<file path="config.mk">
export PLATFORM = sky130hd
export DESIGN_NAME = mmc_spi_byte_layer
export DESIGN_NICKNAME = d
export VERILOG_FILES = /design/src/rtl/mmc_spi_byte_layer.sv
export SDC_FILE = /design/constraint.sdc
export NUM_CORES = 1
export LEC_CHECK = 0
export CAP_MARGIN = 30
export CORE_ASPECT_RATIO = 0.7
export CORE_UTILIZATION = 55
export DETAILED_ROUTE_END_ITERATION = 16
export DONT_BUFFER_PORTS = 1
export PLACE_DENSITY = 0.67
export SLEW_MARGIN = 0
export SYNTH_ARGS = -nofsm -noshare
export SYNTH_HDL_FRONTEND = slang
export SYNTH_SLANG_ARGS = --single-unit
export TNS_END_PERCENT = 30
</file>
<file path="constraint.sdc">
create_clock -name iCLOCK -period 2.4 [get_ports iCLOCK]
set_clock_uncertainty 0.1 [all_clocks]
set_input_delay 0.36 -clock iCLOCK [delete_from_list [all_inputs] [get_ports iCLOCK]]
set_output_delay 0.36 -clock iCLOCK [all_outputs]
set_load 0.005 [all_outputs]
</file>
<file path="src/rtl/mmc_spi_byte_layer.sv">
// Byte-level SPI mode-0 master below the MMC command sequencers: one byte per request, MSB first.
// Optional completed-byte counter on oBYTE_COUNT is built only when MMC_SPI_BYTE_COUNT_EN is defined.
module mmc_spi_byte_layer #(
    parameter int P_DIV_W = 8
) (
    input  logic               iCLOCK,
    input  logic               iRESET,
    input  logic               iRESET_SYNC,
    input  logic [P_DIV_W-1:0] iDIV,
    input  logic               iREQ,
    input  logic               iCS,
    input  logic [7:0]         iDATA,
    output logic               oBUSY,
    output logic               oVALID,
    output logic [7:0]         oDATA,
    output logic               oINFO_MISO,
    output logic [31:0]        oBYTE_COUNT,
    output logic               oSPI_CLK,
    output logic               oSPI_MOSI,
    output logic               oSPI_CS,
    input  logic               iSPI_MISO
);

    typedef enum logic [1:0] {
        ST_IDLE       = 2'd0,
        ST_SHIFT_LOW  = 2'd1,
        ST_SHIFT_HIGH = 2'd2
    } state_t;

    state_t             r_state;
    state_t             w_state_nxt;
    logic [P_DIV_W-1:0] r_half_cnt;
    logic [P_DIV_W-1:0] w_half_cnt_nxt;
    logic [P_DIV_W-1:0] r_div;
    logic [P_DIV_W-1:0] w_div_nxt;
    logic [2:0]         r_bit_idx;
    logic [2:0]         w_bit_idx_nxt;
    logic [7:0]         r_tx;
    logic [7:0]         w_tx_nxt;
    logic [7:0]         r_rx;
    logic [7:0]         w_rx_nxt;
    logic               r_busy;
    logic               w_busy_nxt;
    logic               r_valid;
    logic               w_valid_nxt;
    logic [7:0]         r_data;
    logic [7:0]         w_data_nxt;
    logic               r_miso;
    logic               r_sck;
    logic               w_sck_nxt;
    logic               r_mosi;
    logic               w_mosi_nxt;
    logic               r_cs;
    logic               w_cs_nxt;
    logic               w_half_done;

    assign w_half_done = (r_half_cnt == r_div);

    // State register
    always_ff @(posedge iCLOCK or posedge iRESET) begin
        if (iRESET) begin
            r_state <= ST_IDLE;
        end else if (iRESET_SYNC) begin
            r_state <= ST_IDLE;
        end else begin
            r_state <= w_state_nxt;
        end
    end

    // Next-state and datapath decode
    always_comb begin
        w_state_nxt    = r_state;
        w_half_cnt_nxt = r_half_cnt;
        w_div_nxt      = r_div;
        w_bit_idx_nxt  = r_bit_idx;
        w_tx_nxt       = r_tx;
        w_rx_nxt       = r_rx;
        w_busy_nxt     = r_busy;
        w_valid_nxt    = 1'b0;
        w_data_nxt     = r_data;
        w_sck_nxt      = r_sck;
        w_mosi_nxt     = r_mosi;
        w_cs_nxt       = r_cs;

        case (r_state)
            ST_IDLE: begin
                w_cs_nxt   = iCS;
                w_mosi_nxt = 1'b1;
                w_sck_nxt  = 1'b0;
                w_busy_nxt = 1'b0;
                if (iREQ) begin
                    w_tx_nxt       = {iDATA[6:0], 1'b0};
                    w_div_nxt      = iDIV;
                    w_busy_nxt     = 1'b1;
                    w_mosi_nxt     = iDATA[7];
                    w_bit_idx_nxt  = 3'd7;
                    w_half_cnt_nxt = '0;
                    w_state_nxt    = ST_SHIFT_LOW;
                end else begin
                    w_half_cnt_nxt = '0;
                end
            end
            ST_SHIFT_LOW: begin
                if (w_half_done) begin
                    w_half_cnt_nxt = '0;
                    w_sck_nxt      = 1'b1;
                    w_rx_nxt       = {r_rx[6:0], iSPI_MISO};
                    w_state_nxt    = ST_SHIFT_HIGH;
                end else begin
                    w_half_cnt_nxt = r_half_cnt + P_DIV_W'(1);
                end
            end
            ST_SHIFT_HIGH: begin
                if (w_half_done) begin
                    w_half_cnt_nxt = '0;
                    w_sck_nxt      = 1'b0;
                    if (r_bit_idx == 3'd0) begin
                        w_busy_nxt  = 1'b0;
                        w_valid_nxt = 1'b1;
                        w_data_nxt  = r_rx;
                        w_mosi_nxt  = 1'b1;
                        w_state_nxt = ST_IDLE;
                    end else begin
                        // r_tx is pre-shifted so its MSB is always the next bit to send
                        w_mosi_nxt    = r_tx[7];
                        w_tx_nxt      = {r_tx[6:0], 1'b0};
                        w_bit_idx_nxt = r_bit_idx - 3'd1;
                        w_state_nxt   = ST_SHIFT_LOW;
                    end
                end else begin
                    w_half_cnt_nxt = r_half_cnt + P_DIV_W'(1);
                end
            end
            default: begin
                w_busy_nxt  = 1'b0;
                w_sck_nxt   = 1'b0;
                w_mosi_nxt  = 1'b1;
                w_state_nxt = ST_IDLE;
            end
        endcase
    end

    // Datapath and output registers
    always_ff @(posedge iCLOCK or posedge iRESET) begin
        if (iRESET) begin
            r_half_cnt <= '0;
            r_div      <= '0;
            r_bit_idx  <= 3'd0;
            r_tx       <= 8'h00;
            r_rx       <= 8'h00;
            r_busy     <= 1'b0;
            r_valid    <= 1'b0;
            r_data     <= 8'h00;
            r_miso     <= 1'b1;
            r_sck      <= 1'b0;
            r_mosi     <= 1'b1;
            r_cs       <= 1'b1;
        end else if (iRESET_SYNC) begin
            r_half_cnt <= '0;
            r_div      <= '0;
            r_bit_idx  <= 3'd0;
            r_tx       <= 8'h00;
            r_rx       <= 8'h00;
            r_busy     <= 1'b0;
            r_valid    <= 1'b0;
            r_data     <= 8'h00;
            r_miso     <= 1'b1;
            r_sck      <= 1'b0;
            r_mosi     <= 1'b1;
            r_cs       <= 1'b1;
        end else begin
            r_half_cnt <= w_half_cnt_nxt;
            r_div      <= w_div_nxt;
            r_bit_idx  <= w_bit_idx_nxt;
            r_tx       <= w_tx_nxt;
            r_rx       <= w_rx_nxt;
            r_busy     <= w_busy_nxt;
            r_valid    <= w_valid_nxt;
            r_data     <= w_data_nxt;
            r_miso     <= iSPI_MISO;
            r_sck      <= w_sck_nxt;
            r_mosi     <= w_mosi_nxt;
            r_cs       <= w_cs_nxt;
        end
    end

`ifdef MMC_SPI_BYTE_COUNT_EN
    logic [31:0] r_byte_count;

    // Completed-byte counter, stepping together with the oVALID pulse
    always_ff @(posedge iCLOCK or posedge iRESET) begin
        if (iRESET) begin
            r_byte_count <= 32'd0;
        end else if (iRESET_SYNC) begin
            r_byte_count <= 32'd0;
        end else if (w_valid_nxt) begin
            r_byte_count <= r_byte_count + 32'd1;
        end else begin
            r_byte_count <= r_byte_count;
        end
    end

    assign oBYTE_COUNT = r_byte_count;
`else
    assign oBYTE_COUNT = 32'd0;
`endif

    assign oBUSY      = r_busy;
    assign oVALID     = r_valid;
    assign oDATA      = r_data;
    assign oINFO_MISO = r_miso;
    assign oSPI_CLK   = r_sck;
    assign oSPI_MOSI  = r_mosi;
    assign oSPI_CS    = r_cs;

endmodule

</file>
; ---- After elaboration in Yosys (flattened, before gate mapping)
; Index checks and enable logic that the tools add are counted.
[word_totals]
regBits = 51
output_inout_bits = 46
elab_cells = 93
[op_classes]
addsub = 2
eq_ne = 9
mux = 50
reduce_logical = 19
[ops]
columns = op, count
row1 = $mux W8, 16
row2 = $pmux W8 S2, 2
row3 = $mux W1, 19
row4 = $ne A3 B3 Y1 const B, 5
row5 = $mux W3, 4
row6 = $reduce_bool A2 Y1, 6
row7 = $reduce_and A3 Y1, 3
row8 = $add A8 B1 Y8 const B, 1
row9 = $eq A8 B8 Y1, 1
row10 = $mux W2, 4
row11 = $reduce_and A2 Y1, 4
row12 = $pmux W1 S3, 2
row13 = $pmux W2 S3, 1
row14 = $pmux W3 S2, 1
row15 = $reduce_bool A3 Y1, 2
row16 = $reduce_and A4 Y1, 1
row17 = $logic_not A3 Y1, 1
row18 = $sub A3 B1 Y3 const B, 1
row19 = $eq A2 B1 Y1 const B, 1
row20 = $eq A2 B2 Y1 const B, 1
row21 = $logic_not A2 Y1, 1
row22 = $ne A2 B2 Y1 const B, 1
row23 = $pmux W1 S2, 1
row24 = $reduce_or A2 Y1, 1

; ---- Depth between registers and ports, before layout
; Gate-level depths: netlist of the first run.
[depth]
ltp_word = 5
ltp_mapped = 8
depth_no_buf = 6

; ---- Worst setup path after synthesis of the first run
; OpenSTA, ideal clock, no wires.
[synth_path]
kind = register -> register
start = register r_state[0]
end = register r_tx[4]
arrival_time_ns = 1.649
required_time_ns = 2.201
setup_slack_ns = 0.552
path_stages_with_launch = 9
n_path_buf = 2
period_less_slack_ns = 1.848
path_cell_list = dfrtp_1 -> inv_1 -> ha_1 -> buf_2 -> nand3b_1 -> o211a_2 -> buf_2 -> a21oi_1 -> a311oi_1
[synth_between]
elab_chain_cells = 3
word_cells_on_any_way = 9
classes_between = eq/ne: 4 / mux: 2 / reduce/logical: 3
[synth_rtl]
columns = element, line
row1 = from (decl), 30  ; state_t r_state;
row2 = from (signal assigned), 66  ; r_state <= w_state_nxt;
row3 = $eq A2 B2 Y1 / $logic_not A2 Y1 (equally long branches), 85  ; case (r_state)
row4 = "$ne A3 B3 Y1 (no line), or another cell as far along", --
row5 = $reduce_and A4 Y1 (no line) / $mux W8 (equally long branches), --
row6 = to (signal assigned), 175  ; r_tx <= w_tx_nxt;
row7 = to (decl), 38  ; logic [7:0] r_tx;
; Several ways; a longest one is shown, not always the timed one.
; A chain may end at the register's enable or synchronous reset.

; ---- Worst setup path in the final report of the first run
; Ends and elaborated chain as after synthesis.

==> results.md, run 1 <==
- Cell count after synthesis: 295
- CTS Buffer Depth: 2
- Placer Congestion: 0.813
- Post-layout nets: 322
- DR WL/cell: 15.7 µm
- DR vias: 1988
- Initial drt markers: 132
- Die X: 88.0 µm
- CP max FO: 17
- CP Class: reg -> reg
- Synth area leaders: dfrtp_1 (41%), buf_4 (8.7%), a21oi_1 (5.3%), mux2i_1 (5.3%), nand2_1 (4.7%)
- Detailed placer's ending HPWL: 3770 µm
- Antenna Nets Post-Route: 0
- Slew margin rel.: 62.6%
- Clock H-tree levels: 2
- Die height: 62.2 µm
- Final Cycle Share: 85.8%
- Yosys top cell area share: 41.3%
- Clock transition at the registers of the reported paths: 0.09 ns
- MaxCap Viol Count: 0
- Worst skew pair latency: 0.31 ns
- Num ports: 68
- Seq cells post-synth: 50
- Layout cell share with drive strength beyond 1: 10.5%
- Main synth FF type: dfrtp_1
- Rows: 21
- Cell variety after synth: 49
- Number of port buffers: 0
- ANT cells: 0
- Initial antenna violation count: 0
- Final min period: 2.06 ns
- Tightest Pin Transition: 0.559 ns
- Multi-input logic area: 1350 µm²
- Setup TNS: 0 ns
- Largest net degree at the start of global routing: 37
- Pwr/cell area: 846 nW/µm²
- Fmax: 0.486 GHz
- VDD IR max: 364 µV
- Max-slew violations: 0
- Final setup viols: 0
- First-pass DRT Iterations: 4
- CTS buffer count: 5
- Root Driver: clkbuf_8
- Post-Syn Area per Cell: 9.66 µm²
- Grt ovf: 0
- Pleak: 1.24 nW
- Sequential-to-total area share from yosys stat: 44.0%
- CP arrival: 2.16 ns
- CTS sink count: 50
- Final hold violation count: 0
- Vias in the first global route: 1949
- Cell taking the most area after synthesis: dfrtp_1
- Initial Utilization: 58.3%
- Synthesized cell area: 2850 µm²
- Startpoint type of the worst setup path: register
- Area grow syn2layout: 2.42%
- Via density: 5.48
- Filler cell count: 424
- Post-CTS Resized: 0
- Sequential cell area: 1250 µm²
- # DRC: 0
- Ys Warns: 0
- Req. time, crit path: 2.50 ns
- CP Capture Type: register
- Core Area: 4890 µm²
- CTS tree: built
- Design Power: 2.47 mW
- Outcome: finished, final reports clean
- All-Layer GR Usage: 23.5%
- First-pass GRT wire length: 9850 µm
- DRT Wirelength: 5700 µm
- EDFF count, synth: 0
- RSZ-0062 raised after global routing: false
- DIE AREA: 5480 µm²
- Synth async-reset ratio: 100%
- HP Class: in -> reg
## cell type report
class / instances / area share, %
clock buffers: 5 / 2.36
clock inverters: 3 / 0.729
well taps: 69 / 2.96
flip-flops and latches: 50 / 43.0
repair buffers: 8 / 3.17
multi-input cells: 217 / 46.4
inverters: 11 / 1.42
## state kept, by name, summed over array words and instances (netlist names)
| signal | flops |
|---|---|
| oINFO_MISO | 1 |
| oVALID | 1 |
| oBUSY | 1 |
| oSPI_MOSI | 1 |
| r_tx | 7 |
| oSPI_CLK | 1 |
| r_state | 2 |
| r_rx | 8 |
| oDATA | 8 |
| r_half_cnt | 8 |
| r_bit_idx | 3 |
| r_div | 8 |
| oSPI_CS | 1 |
## layout by cell type (no fill, tap or decap), types with 6 or more instances in the layout
cell,netlist,final
xnor2_2,6,6
a311oi_1,9,9
nand3_1,15,15
nor2_1,19,19
mux2i_1,15,15
dfrtp_1,47,47
conb_1,1,32
ha_1,7,7
nand2_1,36,36
a21oi_1,30,30
inv_1,11,10
## timing repair
| item | 4_1_cts | 5_1_grt |
|---|---|---|
| endpoints found under the hold margin | 54 | 1 |
| buffers inserted | 0 | 0 |
| hold buffers | 3 | 1 |
## Yosys cell counts (2+ instances only)
master / number
nor3_1: 2
buf_1: 3
mux2i_1: 15
a21oi_1: 30
dfstp_2: 3
and3_1: 2
nand2_1: 36
buf_2: 4
clkbuf_1: 7
a32o_1: 2
xnor2_1: 4
a211oi_1: 3
buf_4: 33
nand2b_1: 2
o21ai_1: 3
xnor2_2: 6
nor2_1: 19
a311oi_1: 9
ha_1: 7
o21ai_0: 3
xor2_1: 2
inv_1: 11
dfrtp_1: 47
and4_1: 3
nand3_1: 15
## routing by layer
layer | wire (µm) | part of all wire [%] | vias to the layer above | GRT usage (%)
met5 | 0 | 0 | - | 0
met4 | 82 | 1.4 | 0 | 8.67
met3 | 314 | 5.5 | 8 | 5.59
met2 | 2530 | 44 | 56 | 34.4
met1 | 2770 | 49 | 973 | 33.9
li1 | - | - | 951 | -
## final timing paths
check | start | endpoint | slack, ns | cells past startpoint
worst min-delay path | iRESET_SYNC | r_div[0] | 0.01 | 1
worst min register to register | r_bit_idx[0] | r_bit_idx[0] | 0.40 | 1
min in group asynchronous | iRESET | r_tx[7] | 0.41 | 2
max in group asynchronous | iRESET | oINFO_MISO | 1.21 | 3
worst max-delay path | r_state[0] | r_tx[4] | 0.34 | 6
worst max register to register | r_state[0] | r_tx[4] | 0.34 | 6
## stage by stage
stage	setup WS, ns	instances	util [%]	cell area, µm²	hold slack (ns)
final	0.340	363	59.7	2920	0.00980
after global routing	0.155	363	59.7	2920	0.00239
after CTS	0.361	362	59.5	2910	0.00149
after detailed placement	0.378	351	56.8	2780	0.191
after global placement	0.421	351	56.8	2780	0.196
after floorplan	0.552	326	-	2970	0.349
## where the power goes
group	total [mW]	leakage [nW]	switching (mW)	internal (mW)
Sequential	1.08	0.671	0.103	0.974
Clock	0.500	0.0441	0.295	0.205
Combinational	0.893	0.525	0.578	0.316
## cell families (layout without fill, tap and decap cells)
logic type	Yosys count	after routing	share of synthesized area (%)
compound gates	62	62	14.3
fa+ha+maj	7	7	3.07
xor+xnor	12	12	5.27
flops	50	50	44.0
simple gates	89	89	15.4
buf+inv	59	27	12.6
other cells	1	32	0.132
mux	15	15	5.27
## critical path, cell delays in order (launching register included)
cell	delay, ns
dfrtp_1	0.39
inv_1	0.09
ha_1	0.31
nand2b_1	0.20
o211a_2	0.43
a21oi_1	0.11
a311oi_1	0.32
Power figures use the tool's default switching activity.
==> run 2: changes to the inputs <==
- CORE_MARGIN: not set -> 5
- clock period: 2.4 -> 2.2 ns (I/O delays scaled with it)
==> run 2 against run 1 <==
Against the previous run: worst hold slack better by 0.019 ns; clock power is 13% higher; non-clock buffer count is 2 higher; cell count is 0.83% higher; power is 11% higher; routed wire length is 1.3% lower; combinational power is 13% higher; flip-flop and latch count stayed put; sequential power is 8% higher; worst setup slack worse by 0.13 ns; utilization is 0.51 points higher; highest routed layer unchanged.
==> results.md, run 2 (synthesis results as in run 1) <==
- Initial drt markers: 109 (-17%)
- Req. time, crit path: 2.32 ns (-0.18 ns)
- Outcome: finished, final reports clean
- DR vias: 1965 (-1.2%)
- CTS tree: built
- Root Driver: clkbuf_8
- Filler cell count: 434 (+2.4%)
- Final setup viols: 0 (unchanged)
- Commonest non-fill, non-tap cell in the layout: dfrtp_1
- Most frequent cells in the layout: dfrtp_1 (47), nand2_1 (36), conb_1 (32)
- Final Cycle Share: 90.5% (+4.7 points)
- RSZ-0062 raised after global routing: false
- VDD IR max: 527 µV (+45%)
- Layout cell share with drive strength beyond 1: 11.8% (+1.3 points)
- MaxCap Viol Count: 0 (unchanged)
- Area grow syn2layout: 3.29%
- Via density: 5.37 (-2.0%)
- Startpoint type of the worst setup path: register
- All-Layer GR Usage: 17.6% (-5.9 points)
- CTS sink count: 50 (unchanged)
- DR WL/cell: 15.4 µm (-2.1%)
- Pwr/cell area: 933 nW/µm² (+10%)
- Detailed placer's ending HPWL: 3930 µm (+4.3%)
- Post-layout nets: 324 (+0.62%)
- First-pass DRT Iterations: 4 (unchanged)
- HP Class: in -> reg
- Slew margin rel.: 64.9% (+2.3 points)
- Initial antenna violation count: 1 (+1)
- Area after DPL: 2810 µm² (+1.1%)
- Initial Utilization: 58.3% (unchanged)
- Pleak: 1.26 nW (+1.5%)
- Grt ovf: 0 (unchanged)
- Antenna Nets Post-Route: 0 (unchanged)
- Largest net degree at the start of global routing: 51 (+38%)
- Final min period: 1.99 ns (-0.0690 ns)
- Clock transition at the registers of the reported paths: 0.09 ns (about the same)
- Setup TNS: 0 ns (unchanged)
- Fmax: 0.502 GHz (+3.5%)
- CP Class: reg -> reg
- Clock H-tree levels: 2 (unchanged)
- Design area: 2940 µm² (+0.86%)
- Sequential cell area: 1250 µm² (unchanged)
- CTS buffer count: 5 (unchanged)
- Multi-input logic area: 1360 µm² (+0.55%)
- Final hold violation count: 0 (unchanged)
- Vias in the first global route: 1816 (-6.8%)
- CP arrival: 2.11 ns (-0.05 ns)
- DIE AREA: 6740 µm² (+23%)
- Core Area: 4890 µm² (unchanged)
- Worst skew pair latency: 0.31 ns (about the same)
- Placer Congestion: 0.757 (-6.8%)
- CP Capture Type: register
- Num ports: 68 (unchanged)
- Rows: 21 (unchanged)
- DRT Wirelength: 5620 µm (-1.3%)
- Tightest Pin Transition: 0.521 ns (-0.0386 ns)
- # DRC: 0 (unchanged)
- CP max FO: 17 (unchanged)
- CTS Buffer Depth: 2 (unchanged)
- Die X: 96.0 µm (+9.1%)
- Number of port buffers: 0 (unchanged)
- First-pass GRT wire length: 9330 µm (-5.3%)
- Max-slew violations: 0 (unchanged)
- Die height: 70.2 µm (+13%)
## run 2: power by group
part           internal [mW]  leakage [nW]  switching (mW)  total [mW]
clock                  0.234        0.0491           0.332       0.567
combinational          0.377         0.539           0.632        1.01
sequential              1.06         0.671           0.108        1.17
total                   1.67          1.26            1.07        2.74
## run 2: layout make-up
| class | instances | area share [%] |
|---|---|---|
| multi-input combinational | 217 | 46.2 |
| sequential | 50 | 42.6 |
| timing repair buffer | 10 | 3.49 |
| tap | 69 | 2.93 |
| clock buffer | 5 | 2.34 |
| inverter | 11 | 1.40 |
| clock inverter | 3 | 0.893 |
| antenna | 1 | 0.0850 |
## run 2: per-stage QoR
step	instances	total power [mW]	utilization (%)	worst slack (ns)	hold slack, ns
6_report	366	2.74	60.2	0.209	0.0287
5_1_grt	366	2.94	60.2	0.0526	0.0105
4_1_cts	365	2.75	60.0	0.190	0.0188
3_5_place_dp	355	2.16	57.5	0.208	0.182
3_3_place_gp	355	2.14	57.5	0.319	0.180
2_1_floorplan	326	1.96	-	0.352	0.339
## run 2: critical path: stages (launching register included)
cell	delay, ns
dfrtp_1	0.41
inv_1	0.11
ha_1	0.35
nand2b_1	0.22
o211a_4	0.27
and3_1	0.22
a211oi_1	0.23
## run 2: worst paths after layout
kind                         startpoint           end  slack [ns]  depth (start not counted)
max                          r_state[0]  r_bit_idx[0]        0.21                          6
min                           iSPI_MISO    oINFO_MISO        0.03                          1
max reg2reg                  r_state[0]  r_bit_idx[0]        0.21                          6
min reg2reg                r_bit_idx[0]  r_bit_idx[0]        0.39                          1
max in group asynchronous        iRESET    oINFO_MISO        1.31                          3
min in group asynchronous        iRESET      oDATA[1]        0.41                          3
## run 2: routing by layer
layer  vias up  GRT usage, %  share of wire (%)
met1       934          28.1                 49
li1        961             -                  -
met3         4          6.44                8.8
met5         -             0                  0
met4         0          3.79               0.44
met2        66          22.3                 42
## run 2: timing repair
item                       4_1_cts  5_1_grt
setup endpoints to repair        0        1
hold endpoints to repair        91        0
setup buffers                    0        0
hold buffers                     2        0
gates resized for setup          0        1
==> run 3: changes to the inputs <==
- CTS_BUF_LIST: not set -> sky130_fd_sc_hd__clkbuf_16
==> run 3 against run 2 <==
Against the previous run: via count rose by 2.6%; critical path depth did not move; count of clock-buffer cells in the layout did not move; power rose by 9.2%; critical path type unchanged.
==> results.md, run 3 (synthesis results as in run 1) <==
- First-pass GRT wire length: 9870 µm (+5.8%)
- Post-layout nets: 329 (+1.5%)
- Final hold violation count: 0 (unchanged)
- DIE AREA: 6740 µm² (unchanged)
- DR vias: 2017 (+2.6%)
- CTS buffer count: 5 (unchanged)
- Area after DPL: 2810 µm² (unchanged)
- HP Class: in -> reg
- Most frequent cells in the layout: dfrtp_1 (47), nand2_1 (36), conb_1 (32)
- Crit-path max cell delay: 0.41 ns (about the same)
- Final WS setup: 0.195 ns (-0.0148 ns)
- CTS Buffer Depth: 2 (unchanged)
- CP Class: reg -> reg
- Fin util: 62.5% (+2.3 points)
- CP Cell Sequence: inv_1, ha_1, nand2b_1, o211a_4, and3_1, a211oi_1
- Rows: 21 (unchanged)
- CP arrival: 2.10 ns (about the same)
- # DRC: 0 (unchanged)
- All-Layer GR Usage: 18.7% (+1.1 points)
- Filler cell count: 420 (-3.2%)
- Final Cycle Share: 91.2% (+0.67 points)
- Post-CTS setup buffers: 0 (unchanged)
- Die height: 70.2 µm (unchanged)
- Fmax: 0.499 GHz (-0.74%)
- Via density: 5.44 (+1.3%)
- Clock network fraction of total power: 26.5% (+5.9 points)
- Design area: 3060 µm² (+3.9%)
- Area grow syn2layout: 7.29%
- Initial drt markers: 144 (+32%)
- Clock H-tree levels: 2 (unchanged)
- Worst skew pair latency: 0.29 ns (-0.02 ns)
- Core Area: 4890 µm² (unchanged)
- CTS sink count: 50 (unchanged)
- Combinational Power Share: 34.3% (-2.4 points)
- Root Driver: clkbuf_16
- Switch share: 37.3% (-1.8 points)
- RSZ-0062 raised after global routing: false
- DR WL/cell: 16.3 µm (+6.2%)
- VDD IR max: 504 µV (-4.3%)
- Num ports: 68 (unchanged)
- Pre-CTS setup slack: 0.208 ns (unchanged)
- Clock transition at the registers of the reported paths: 0.07 ns (-0.02 ns)
- DRT Wirelength: 6060 µm (+7.7%)
- Vias in the first global route: 1867 (+2.8%)
- CP max FO: 17 (unchanged)
- First-pass DRT Iterations: 4 (unchanged)
- Startpoint type of the worst setup path: register
- Largest net degree at the start of global routing: 51 (unchanged)
- Layout cell share with drive strength beyond 1: 11.6% (-0.20 points)
- Req. time, crit path: 2.30 ns (-0.02 ns)
- Setup TNS: 0 ns (unchanged)
- Outcome: finished, final reports clean
- Slew margin rel.: 66.5% (+1.6 points)
- Multi-input logic area: 1360 µm² (unchanged)
- Cell internal pwr: 1.88 mW (+12%)
- Final min period: 2.01 ns (+0.0148 ns)
- Pleak: 1.31 nW (+4.0%)
- Max-slew violations: 0 (unchanged)
- Sequential cell area: 1250 µm² (unchanged)
- CTS tree: built
- Tightest Pin Transition: 0.497 ns (-0.0242 ns)
- Critical path's slowest cell: dfrtp_1
- Antenna Nets Post-Route: 0 (unchanged)
- Grt ovf: 0 (unchanged)
- P_sw: 1.12 mW (+4.2%)
- Die X: 96.0 µm (unchanged)
- Initial Utilization: 58.3% (unchanged)
- Final setup viols: 0 (unchanged)
- Placer Congestion: 0.757 (unchanged)
- Commonest non-fill, non-tap cell in the layout: dfrtp_1
- Detailed placer's ending HPWL: 3930 µm (unchanged)
- CP Capture Type: register
- Number of port buffers: 0 (unchanged)
- Initial antenna violation count: 1 (unchanged)
- Design Power: 3.00 mW (+9.2%)
- Pwr/cell area: 980 nW/µm² (+5.1%)
- Sequential Power Share: 39.1% (-3.5 points)
- MaxCap Viol Count: 0 (unchanged)
==> run 3: timing repair <==
| action | in CTS | in global routing |
|---|---|---|
| setup endpoints to repair | 0 | 5 |
| hold buffers | 5 | 1 |
| endpoints found under the hold margin | 74 | 5 |
| resized for setup | 0 | 1 |
==> run 3: worst max-delay path: cells and delay by family, from the launching register on <==
family / cells / cell delay (ns)
AO/OA/AOI/OAI: 2 / 0.50
adder cells (fa/ha/maj): 1 / 0.36
buffers and inverters: 1 / 0.11
flip-flops: 1 / 0.41
AND/OR/NAND/NOR: 2 / 0.44
==> run 3: path summary, 6_finish.rpt <==
path / cells after the start / startpoint / to / slack, ns
max: 6 / r_state[0] / r_bit_idx[0] / 0.19
min: 1 / iRESET_SYNC / oSPI_CLK / 0.01
max reg2reg: 6 / r_state[0] / r_bit_idx[0] / 0.19
min reg2reg: 1 / r_bit_idx[0] / r_bit_idx[0] / 0.39
max in group asynchronous: 3 / iRESET / oINFO_MISO / 1.29
min in group asynchronous: 3 / iRESET / oDATA[1] / 0.44
==> run 3: layout make-up <==
class	instances	area share (%)
sequential	50	41.1
antenna	1	0.0819
multi-input combinational	217	44.5
inverter	11	1.35
tap	69	2.82
clock buffer	5	4.09
timing repair buffer	15	5.24
clock inverter	3	0.860
==> run 3: metal layers <==
| layer | GRT usage, % | wire, µm | part of all wire (%) |
|---|---|---|---|
| met2 | 24.9 | 2620 | 43 |
| met4 | 2.84 | 36 | 0.59 |
| met1 | 29.6 | 2900 | 48 |
| met3 | 6.22 | 498 | 8.2 |
| met5 | 0 | 0 | 0 |
==> run 3: power groups by stage <==
stage	sequential [mW]	combinational, mW	clock, mW
2_1_floorplan	1.16	0.808	0
3_3_place_gp	1.19	0.954	0
3_5_place_dp	1.19	0.969	0
4_1_cts	1.17	0.999	0.801
5_1_grt	1.20	1.14	0.849
6_report	1.17	1.03	0.795
==> run 3: stage by stage <==
step / hold WS [ns] / std cells
final: 0.0121 / 371
after global routing: 0.00617 / 371
after CTS: 0.000386 / 368
after detailed placement: 0.182 / 355
after global placement: 0.180 / 355
after floorplan: 0.339 / 326
